**src/rtl/probe_capture_ctrl_if.sv**
```systemverilog
// probe_capture_ctrl_if: write port of the external single-port sample RAM.
//   wr_en    write strobe, one write per clk, no backpressure
//   wr_addr  RAM write address
//   wr_data  sample to store
// master: the capture controller driving the RAM; slave: the RAM or an observer.
interface probe_capture_ctrl_if #(
  parameter int unsigned DATA_W = 32,
  parameter int unsigned ADDR_W = 8
);
  logic              wr_en;
  logic [ADDR_W-1:0] wr_addr;
  logic [DATA_W-1:0] wr_data;

  modport master (output wr_en, output wr_addr, output wr_data);
  modport slave  (input  wr_en, input  wr_addr, input  wr_data);
endinterface

```
**src/rtl/probe_capture_ctrl.sv**
```systemverilog
// probe_capture_ctrl: trigger-and-capture sequencer for the debug probe word.
// Keeps a circular pre-trigger history in an external RAM, waits for a masked
// pattern match, collects the post-trigger samples and then freezes, reporting
// where the captured window starts.
//   clk, rst        clock and synchronous active-high reset
//   arm, abort      single-cycle control pulses (abort wins over arm)
//   data2           probe sample, one per clk
//   trig_mask/value match when ((data2 ^ trig_value) & trig_mask) == 0
//   post_count      post-trigger samples incl. the trigger sample, latched on arm
//   ram             RAM write port (registered wr_en/wr_addr/wr_data)
//   busy, done      capture in progress / capture complete
//   trig_addr       RAM address of the trigger sample (valid while done)
//   start_addr      RAM address of the oldest sample in the window (valid while done)
module probe_capture_ctrl #(
  parameter int unsigned DATA_W = 32,
  parameter int unsigned ADDR_W = 8
) (
  input  logic              clk,
  input  logic              rst,
  input  logic              arm,
  input  logic              abort,
  input  logic [DATA_W-1:0] data2,
  input  logic [DATA_W-1:0] trig_mask,
  input  logic [DATA_W-1:0] trig_value,
  input  logic [ADDR_W:0]   post_count,
  probe_capture_ctrl_if.master ram,
  output logic              busy,
  output logic              done,
  output logic [ADDR_W-1:0] trig_addr,
  output logic [ADDR_W-1:0] start_addr
);

  localparam logic [ADDR_W:0] DepthW = {1'b1, {ADDR_W{1'b0}}};
  localparam logic [ADDR_W:0] OneW   = {{ADDR_W{1'b0}}, 1'b1};

  typedef enum logic [2:0] {StIdle, StPre, StWait, StPost, StDone} state_e;

  state_e            state_q;
  logic [ADDR_W-1:0] ptr_q;
  logic [ADDR_W:0]   cnt_q;
  logic [ADDR_W:0]   post_q;
  logic              wr_en_q;
  logic [ADDR_W-1:0] wr_addr_q;
  logic [DATA_W-1:0] wr_data_q;
  logic              busy_q;
  logic              done_q;
  logic [ADDR_W-1:0] trig_addr_q;
  logic [ADDR_W-1:0] start_addr_q;

  logic [ADDR_W:0]   post_eff;
  logic [ADDR_W:0]   pre_eff;
  logic              trig_hit;
  logic [ADDR_W-1:0] ptr_inc;

  always_comb begin
    post_eff = post_count;
    if (post_count == '0) begin
      post_eff = OneW;
    end else if (post_count > DepthW) begin
      post_eff = DepthW;
    end
    pre_eff  = DepthW - post_eff;
    trig_hit = ((data2 ^ trig_value) & trig_mask) == '0;
    ptr_inc  = ptr_q + ADDR_W'(1);
  end

  always_ff @(posedge clk) begin
    if (rst) begin
      state_q      <= StIdle;
      ptr_q        <= '0;
      cnt_q        <= '0;
      post_q       <= '0;
      wr_en_q      <= 1'b0;
      wr_addr_q    <= '0;
      wr_data_q    <= '0;
      busy_q       <= 1'b0;
      done_q       <= 1'b0;
      trig_addr_q  <= '0;
      start_addr_q <= '0;
    end else if (abort) begin
      // The sample of the abort cycle is dropped; earlier writes stand.
      state_q <= StIdle;
      wr_en_q <= 1'b0;
      busy_q  <= 1'b0;
      done_q  <= 1'b0;
    end else begin
      wr_en_q <= 1'b0;
      if (state_q inside {StPre, StWait, StPost}) begin
        wr_en_q   <= 1'b1;
        wr_addr_q <= ptr_q;
        wr_data_q <= data2;
        ptr_q     <= ptr_inc;
      end

      case (state_q)
        StIdle, StDone: begin
          // Entering DONE leaves busy up for the cycle carrying the last
          // write strobe; the flags swap one cycle later.
          if (state_q == StDone) begin
            busy_q <= 1'b0;
            done_q <= 1'b1;
          end
          if (arm) begin
            post_q <= post_eff;
            ptr_q  <= '0;
            busy_q <= 1'b1;
            done_q <= 1'b0;
            if (pre_eff != '0) begin
              cnt_q   <= pre_eff;
              state_q <= StPre;
            end else begin
              state_q <= StWait;
            end
          end
        end
        StPre: begin
          cnt_q <= cnt_q - OneW;
          if (cnt_q == OneW) begin
            state_q <= StWait;
          end
        end
        StWait: begin
          if (trig_hit) begin
            trig_addr_q <= ptr_q;
            if (post_q == OneW) begin
              start_addr_q <= ptr_inc;
              state_q      <= StDone;
            end else begin
              cnt_q   <= post_q - OneW;
              state_q <= StPost;
            end
          end
        end
        StPost: begin
          cnt_q <= cnt_q - OneW;
          if (cnt_q == OneW) begin
            // Pointer after the last write is the oldest sample in the ring.
            start_addr_q <= ptr_inc;
            state_q      <= StDone;
          end
        end
        default: state_q <= StIdle;
      endcase
    end
  end

  assign ram.wr_en   = wr_en_q;
  assign ram.wr_addr = wr_addr_q;
  assign ram.wr_data = wr_data_q;
  assign busy        = busy_q;
  assign done        = done_q;
  assign trig_addr   = trig_addr_q;
  assign start_addr  = start_addr_q;

endmodule
```
**src/flat_wrapper.sv**
```systemverilog
// flat-port wrapper written by rule: the top's interface ports become plain ports
module probe_capture_ctrl_flat 
#(
  parameter int unsigned DATA_W = 32,
  parameter int unsigned ADDR_W = 8
)
  (clk, rst, arm, abort, data2, trig_mask, trig_value, post_count, busy, done, trig_addr, start_addr, ram_wr_en, ram_wr_addr, ram_wr_data);
  probe_capture_ctrl_if #(.DATA_W(DATA_W), .ADDR_W(ADDR_W)) ram_i ();
  input  logic clk;
  input  logic rst;
  input  logic arm;
  input  logic abort;
  input  logic [DATA_W-1:0] data2;
  input  logic [DATA_W-1:0] trig_mask;
  input  logic [DATA_W-1:0] trig_value;
  input  logic [ADDR_W:0] post_count;
  output logic busy;
  output logic done;
  output logic [ADDR_W-1:0] trig_addr;
  output logic [ADDR_W-1:0] start_addr;
  output wire logic [$bits(ram_i.wr_en)-1:0] ram_wr_en;
  output wire logic [$bits(ram_i.wr_addr)-1:0] ram_wr_addr;
  output wire logic [$bits(ram_i.wr_data)-1:0] ram_wr_data;
  assign ram_wr_en = ram_i.wr_en;
  assign ram_wr_addr = ram_i.wr_addr;
  assign ram_wr_data = ram_i.wr_data;
  probe_capture_ctrl #(.DATA_W(DATA_W), .ADDR_W(ADDR_W)) u_core (.clk(clk), .rst(rst), .arm(arm), .abort(abort), .data2(data2), .trig_mask(trig_mask), .trig_value(trig_value), .post_count(post_count), .ram(ram_i), .busy(busy), .done(done), .trig_addr(trig_addr), .start_addr(start_addr));
endmodule
```
**config.mk**
```make
export PLATFORM = sky130hd
export DESIGN_NAME = probe_capture_ctrl_flat
export DESIGN_NICKNAME = d
export VERILOG_FILES = /design/src/rtl/probe_capture_ctrl_if.sv /design/src/rtl/probe_capture_ctrl.sv /design/src/flat_wrapper.sv
export SDC_FILE = /design/constraint.sdc
export NUM_CORES = 1
export LEC_CHECK = 0
export ABC_AREA = 1
export BUFFER_PORTS_ARGS = -buffer_cell sky130_fd_sc_hd__buf_2
export CELL_PAD_IN_SITES_DETAIL_PLACEMENT = 0
export CELL_PAD_IN_SITES_GLOBAL_PLACEMENT = 1
export CORE_ASPECT_RATIO = 1.25
export CORE_MARGIN = 3
export CORE_UTILIZATION = 30
export DETAILED_ROUTE_END_ITERATION = 8
export GPL_ROUTABILITY_DRIVEN = 0
export PLACE_DENSITY_LB_ADDON = 0.05
export SKIP_CTS_REPAIR_TIMING = 1
export SLEW_MARGIN = 30
export SYNTH_ARGS = -nofsm -noshare
export SYNTH_HDL_FRONTEND = slang
export SYNTH_SLANG_ARGS = --single-unit
```
**constraint.sdc**
```tcl
create_clock -name clk -period 3.28 [get_ports clk]
set_input_delay 0.328 -clock clk [delete_from_list [all_inputs] [get_ports clk]]
set_output_delay 0.328 -clock clk [all_outputs]
set_load 0.01 [all_outputs]
```
# After elaboration in Yosys (flattened, before gate mapping)
# Index checks and enable logic that the tools add are counted.
# W data, S select, Z words.
dict set report word_totals {
  output_inout_bits 59
  word_cells 76
  ff_bits 88
  inputBits 109
}
dict set report op_classes {
  eq_ne 13
  order_cmp 1
  muxes 26
  reduce_logical 18
  bitwise 3
  add_sub_neg 4
}
# cell count
set ops {}
lappend ops {{$mux W9} 6}
lappend ops {{$mux W8} 6}
lappend ops {{$and A32 B32 Y32} 1}
lappend ops {{$logic_not A32 Y1} 1}
lappend ops {{$xor A32 B32 Y32} 1}
lappend ops {{$pmux W9 S3} 1}
lappend ops {{$eq A9 B1 Y1 const B} 2}
lappend ops {{$sub A9 B1 Y9 const B} 2}
lappend ops {{$pmux W8 S2} 1}
lappend ops {{$mux W3} 5}
lappend ops {{$pmux W3 S4} 1}
lappend ops {{$ne A2 B2 Y1 const B} 5}
lappend ops {{$gt A9 B9 Y1 const B} 1}
lappend ops {{$logic_not A9 Y1} 1}
lappend ops {{$reduce_bool A9 Y1} 1}
lappend ops {{$sub A9 B9 Y9 const A} 1}
lappend ops {{$add A8 B1 Y8 const B} 1}
lappend ops {{$eq A3 B2 Y1 const B} 2}
lappend ops {{$reduce_and A3 Y1} 2}
lappend ops {{$reduce_and A6 Y1} 1}
lappend ops {{$reduce_bool A3 Y1} 2}
lappend ops {{$reduce_or A2 Y1} 3}
lappend ops {{$mux W1} 5}
lappend ops {{$reduce_and A5 Y1} 1}
lappend ops {{9 further kinds} 12}

# Longest topological paths before layout
dict set report logic_depth {
  ltp_word 8
  depth_mapped 20
  ltp_nobuf 19
}

# Worst setup path before layout
# No wires, ideal clock.
dict set report synth_path {
  kind {input -> register}
  from {input port post_count[5]}
  to {register u_core.cnt_q[6]}
  setup_time_ns 0.113
  stages 17
  path_buffers 1
  required_ns 3.167
  arrival_time_ns 2.120
  slack_ns 1.047
  path_cell_list {nor2_1 > nand2_1 > o21ai_1 > nand2_2 > ha_1 > xor2_1 > nor2_1 > nand2_1 > nor2_2 > nand3_2 > nor2_4 > nand3_4 > nand2_2 > buf_6 > nand2_1 > nand2_1 > nor2_1}
}
dict set report synth_via {
  elab_chain_cells 7
  elab_cells_between_ends 11
  classes_between {1 x add/sub; 1 x order compare; 1 x eq/ne; 5 x mux; 3 x reduce/logical}
}
# element line_no
set synth_rtl {}
lappend synth_rtl {{from (decl)} flat_wrapper.sv:16} ;# input logic [ADDR_W:0] post_count;
lappend synth_rtl {{$gt A9 B9 Y1} probe_capture_ctrl.sv:59} ;# end else if (post_count > DepthW) begin
lappend synth_rtl {{$mux W9} probe_capture_ctrl.sv:59}
lappend synth_rtl {{$mux W9 (*)} probe_capture_ctrl.sv:57} ;# if (post_count == '0) begin
lappend synth_rtl {{$sub A9 B9 Y9 (*)} probe_capture_ctrl.sv:62} ;# pre_eff = DepthW - post_eff;
lappend synth_rtl {{$reduce_bool A9 Y1 / $mux W9 (equally long branches)} probe_capture_ctrl.sv:108} ;# if (pre_eff != '0) begin
lappend synth_rtl {{$ne A2 B1 Y1 (no line) / $mux W9 (equally long branches)} n/a}
lappend synth_rtl {{$reduce_and A6 Y1 (no line) / $pmux W9 S3 (equally long branches)} n/a}
lappend synth_rtl {{to (signal assigned)} probe_capture_ctrl.sv:109} ;# cnt_q <= pre_eff;
lappend synth_rtl {{to (signal assigned)} probe_capture_ctrl.sv:117} ;# cnt_q <= cnt_q - OneW;
lappend synth_rtl {{to (signal assigned)} probe_capture_ctrl.sv:129} ;# cnt_q <= post_q - OneW;
lappend synth_rtl {{to (decl)} probe_capture_ctrl.sv:40} ;# logic [ADDR_W:0] cnt_q;
# Mark *: on every way between the ends. The rest lies on a longest branch, timed or not. The select of a mux whose other input is x is not followed.
# A chain may end at the register's enable or synchronous reset.

# Final worst setup path
dict set report layout_path {
  from {input port post_count[5]}
  to {register u_core.cnt_q[7]}
}
# Same word-level chain as after synthesis.

==> impl_metrics.json <==
{
  "synth_ff_type": "dfxtp_1",
  "whs_path_depth": 2,
  "seq_area_um2": 1762,
  "clock_sinks": 88,
  "clk_path_buf_depth": 2,
  "synth_area_leaders": "dfxtp_1, nand2_1, inv_1",
  "cts_root_buf": "clkbuf_16",
  "clk_pin_slew_worst_paths_ns": 0.06,
  "r2r_setup_slack_ns": 0.98,
  "drive_gt1_share_pct": 24.72,
  "start_util_pct": 30.70,
  "synth.avg_cell_area_um2": 6.620,
  "firstDrtPassIters": 4,
  "min_path_type": "in -> reg",
  "antenna_found_initial": 1,
  "slowest_stage": "ha_1",
  "finalCriticalPeriod_ns": 2.329,
  "fin_skew_ns": 0.009231,
  "critPathMaxFanout": 11,
  "io_pins": 168,
  "cts.htree.levels": 3,
  "relSlewSlack_pct": 42.15,
  "cp_cell_sequence": "buf_2 -> nor2_1 -> nand2_1 -> o21ai_1 -> nand2_2 -> ha_1 -> xor2_1 -> nor2_1 -> nand2_1 -> nor2_2 -> nand3_2 -> nor2_4 -> nand3_4 -> nand2_2 -> inv_1 -> nor2_1 -> nor2_1",
  "multi_input_area_um2": 2542,
  "max_freq_mhz": 429.4,
  "p_switching_uw": 764.7,
  "routed-via-count": 5041,
  "clk_latency_ns": 0.34,
  "die_width_um": 119.1,
  "r2r_start": "u_core.state_q[0]$_SDFFE_PP0P_",
  "synth_compound_gate_area_share_pct": 16.61,
  "synth_top_family_by_area": "simple AND/OR/NAND/NOR gates",
  "synthXorXnorAreaFrac_pct": 2.007,
  "synth-adder-area-share_pct": 1.825,
  "rsz0062_at_grt": "no",
  "yosys_warnings": 0,
  "fp.coreArea_um2": 15630,
  "end_kind": "register",
  "slowest_delay_ns": 0.29,
  "worst_hold_slack_ns": 0.2122,
  "worst-setup-path-type": "in -> reg",
  "grt_use_total_pct": 17.39,
  "synth_cells": 725,
  "io_buffers": 167,
  "rows": 51,
  "final_hold_viol_count": 0,
  "tns_ns": 0,
  "drt-total-wl_um": 14910,
  "synth_edf_count": 0,
  "layout-area-overhead-vs-synth_pct": 28.88,
  "p_leak_nw": 3.144,
  "ir_worst_vdd_uv": 196.9,
  "yosysMostFrequentCell": "nand2_1",
  "numCtsBuffers": 9,
  "cts_tree": "built",
  "synth.distinct_cells": 37,
  "pwr-share-comb_pct": 18.1,
  "die_y_um": 147.4,
  "synthSimpleGateAreaFrac_pct": 32.38,
  "intPower_mw": 2.024,
  "status": "complete, no violations",
  "fillers": 1678,
  "hold_end": "u_core.ptr_q[7]$_SDFFE_PP0N_",
  "die-area_um2": 17560,
  "syn_area_um2": 4800,
  "cp.arrival_ns": 2.56,
  "rr_endpoint": "u_core.ptr_q[1]$_SDFFE_PP0N_",
  "hpwl_um": 12060,
  "synth_top_area_cell": "dfxtp_1",
  "worst_pin_slew_ns": 0.8668,
  "maxCapViolCount": 0,
  "start_kind": "primary input",
  "grt_max_degree": 66,
  "required_ns": 3.51,
  "pwr-share-clk_pct": 40.4,
  "ys_ff_latch": 88,
  "finalSetupViolCount": 0,
  "hold_path.startpoint": "rst",
  "slew_viol_final": 0,
  "period_share_pct": 71.00,
  "netlist.area_leader.share_pct": 36.70,
  "swShare_pct": 27.43,
  "grt_first_pass_wirelength_um": 24570,
  "wl_per_cell_um": 13.52,
  "antenna_left": 0,
  "overflow": 0,
  "worstRegToRegCells": 8,
  "muxShareOfSynthArea_pct": 0,
  "crit_top_cell": "nor2_1",
  "synth_common_cells": "nand2_1, inv_1, nor2_1",
  "seq_power_share_pct": 41.5,
  "nNetsFinal": 1001,
  "async_reset_ff_share_pct": 0,
  "drc": 0,
  "grt_pass1_vias": 5201,
  "syn_nets": 841,
  "drt-initial-drc-count": 162,
  "vias_per_cell": 4.570,
  "seq_area_frac_synth_pct": 36.70,
  "power.density_nw_per_um2": 450.7
}
power groups by stage:
stage | combinational (mW) | clock [mW] | sequential (mW)
2_1_floorplan | 0.299 | 0 | 1.19
3_3_place_gp | 0.511 | 0 | 1.18
3_5_place_dp | 0.515 | 0 | 1.18
4_1_cts | 0.516 | 1.17 | 1.16
5_1_grt | 0.584 | 1.21 | 1.16
6_report | 0.506 | 1.13 | 1.16
routing by layer:
| layer | up-vias | GRT usage, % | part of all wire, % |
|---|---|---|---|
| met3 | 29 | 6.008 | 7.4 |
| met1 | 2217 | 18.64 | 39 |
| met4 | 0 | 7.942 | 3.6 |
| met5 | - | 0 | 0 |
| li1 | 2652 | - | - |
| met2 | 143 | 30.66 | 50 |
worst max path at each step:
stage | startpoint | endpoint | slack [ns] | cells past startpoint
after floorplan | post_count[5] | u_core.cnt_q[6]$_SDFFE_PP0P_ | 1.05 | 17
after global routing | post_count[5] | u_core.cnt_q[2]$_SDFFE_PP0P_ | 0.67 | 17
after detailed placement | post_count[5] | u_core.cnt_q[7]$_SDFFE_PP0P_ | 0.58 | 17
after global placement | post_count[4] | u_core.cnt_q[1]$_SDFFE_PP0P_ | 0.65 | 17
final | post_count[5] | u_core.cnt_q[7]$_SDFFE_PP0P_ | 0.95 | 17
after CTS | u_core.state_q[0]$_SDFFE_PP0P_ | u_core.ptr_q[1]$_SDFFE_PP0N_ | 0.90 | 8
cells in the final DEF, fill, tap and decap left out, types with 4 or more instances in the layout:
| master | Yosys | final |
|---|---|---|
| clkbuf_16 | 0 | 9 |
| ha_1 | 7 | 7 |
| nor2_4 | 4 | 5 |
| nand3_1 | 65 | 65 |
| nand2_4 | 4 | 4 |
| nand2_2 | 5 | 5 |
| or2_1 | 9 | 9 |
| a211oi_1 | 4 | 4 |
| dfxtp_1 | 88 | 88 |
| inv_1 | 103 | 103 |
| nor2_1 | 97 | 96 |
| a21oi_1 | 53 | 53 |
| o22ai_1 | 10 | 10 |
| nand2_1 | 129 | 129 |
| nand4_1 | 7 | 7 |
| xor2_1 | 9 | 9 |
| buf_2 | 4 | 167 |
| or2_2 | 6 | 6 |
| nor3_1 | 7 | 7 |
| o21ai_0 | 72 | 72 |
cells by family (layout without fill, tap and decap cells):
logic type | Yosys count | in the layout
AOI/OAI and AO/OA | 148 | 148
other | 0 | 1
xor gates and xnor gates | 11 | 11
and+or+nand+nor | 341 | 341
buffers and inverters | 130 | 295
adders and majority gates | 7 | 7
DFF | 88 | 88
worst max-delay path: cells and delay by family:
kind / cells / cell delay (ns)
AO/OA/AOI/OAI: 1 / 0.24
AND/OR/NAND/NOR: 12 / 1.29
buffers and inverters: 2 / 0.22
adder cells (fa/ha/maj): 1 / 0.29
XOR/XNOR: 1 / 0.19
sequential cells by signal, summed over array words and instances (netlist names):
| name | cells |
|---|---|
| u_core.ram.wr_addr | 8 |
| u_core.ptr_q | 8 |
| u_core.trig_addr | 8 |
| u_core.post_q | 9 |
| u_core.ram.wr_en | 1 |
| u_core.done | 1 |
| u_core.busy | 1 |
| u_core.start_addr | 8 |
| u_core.state_q | 3 |
| u_core.ram.wr_data | 32 |
| u_core.cnt_q | 9 |
metrics by stage:
step	cell area (um2)	power [mW]	cells	utilization [%]	setup WS, ns
2_1_floorplan	4800	1.487	725	-	1.047
3_3_place_gp	5852	1.690	1086	37.43	0.6462
3_5_place_dp	5852	1.695	1086	37.43	0.5847
4_1_cts	6183	2.843	1102	39.55	0.8999
5_1_grt	6186	2.956	1103	39.57	0.6705
6_report	6186	2.788	1103	39.57	0.9513
cell type report:
class	count	share of cell area, %
clock inverters	5	1.274
diodes	1	0.04045
flip-flops and latches	88	28.48
multi-input cells	507	41.10
clock buffers	11	4.086
well taps	212	4.288
repair buffers	170	14.08
inverters	109	6.655
Note: power is estimated with default switching activity, not from simulation.
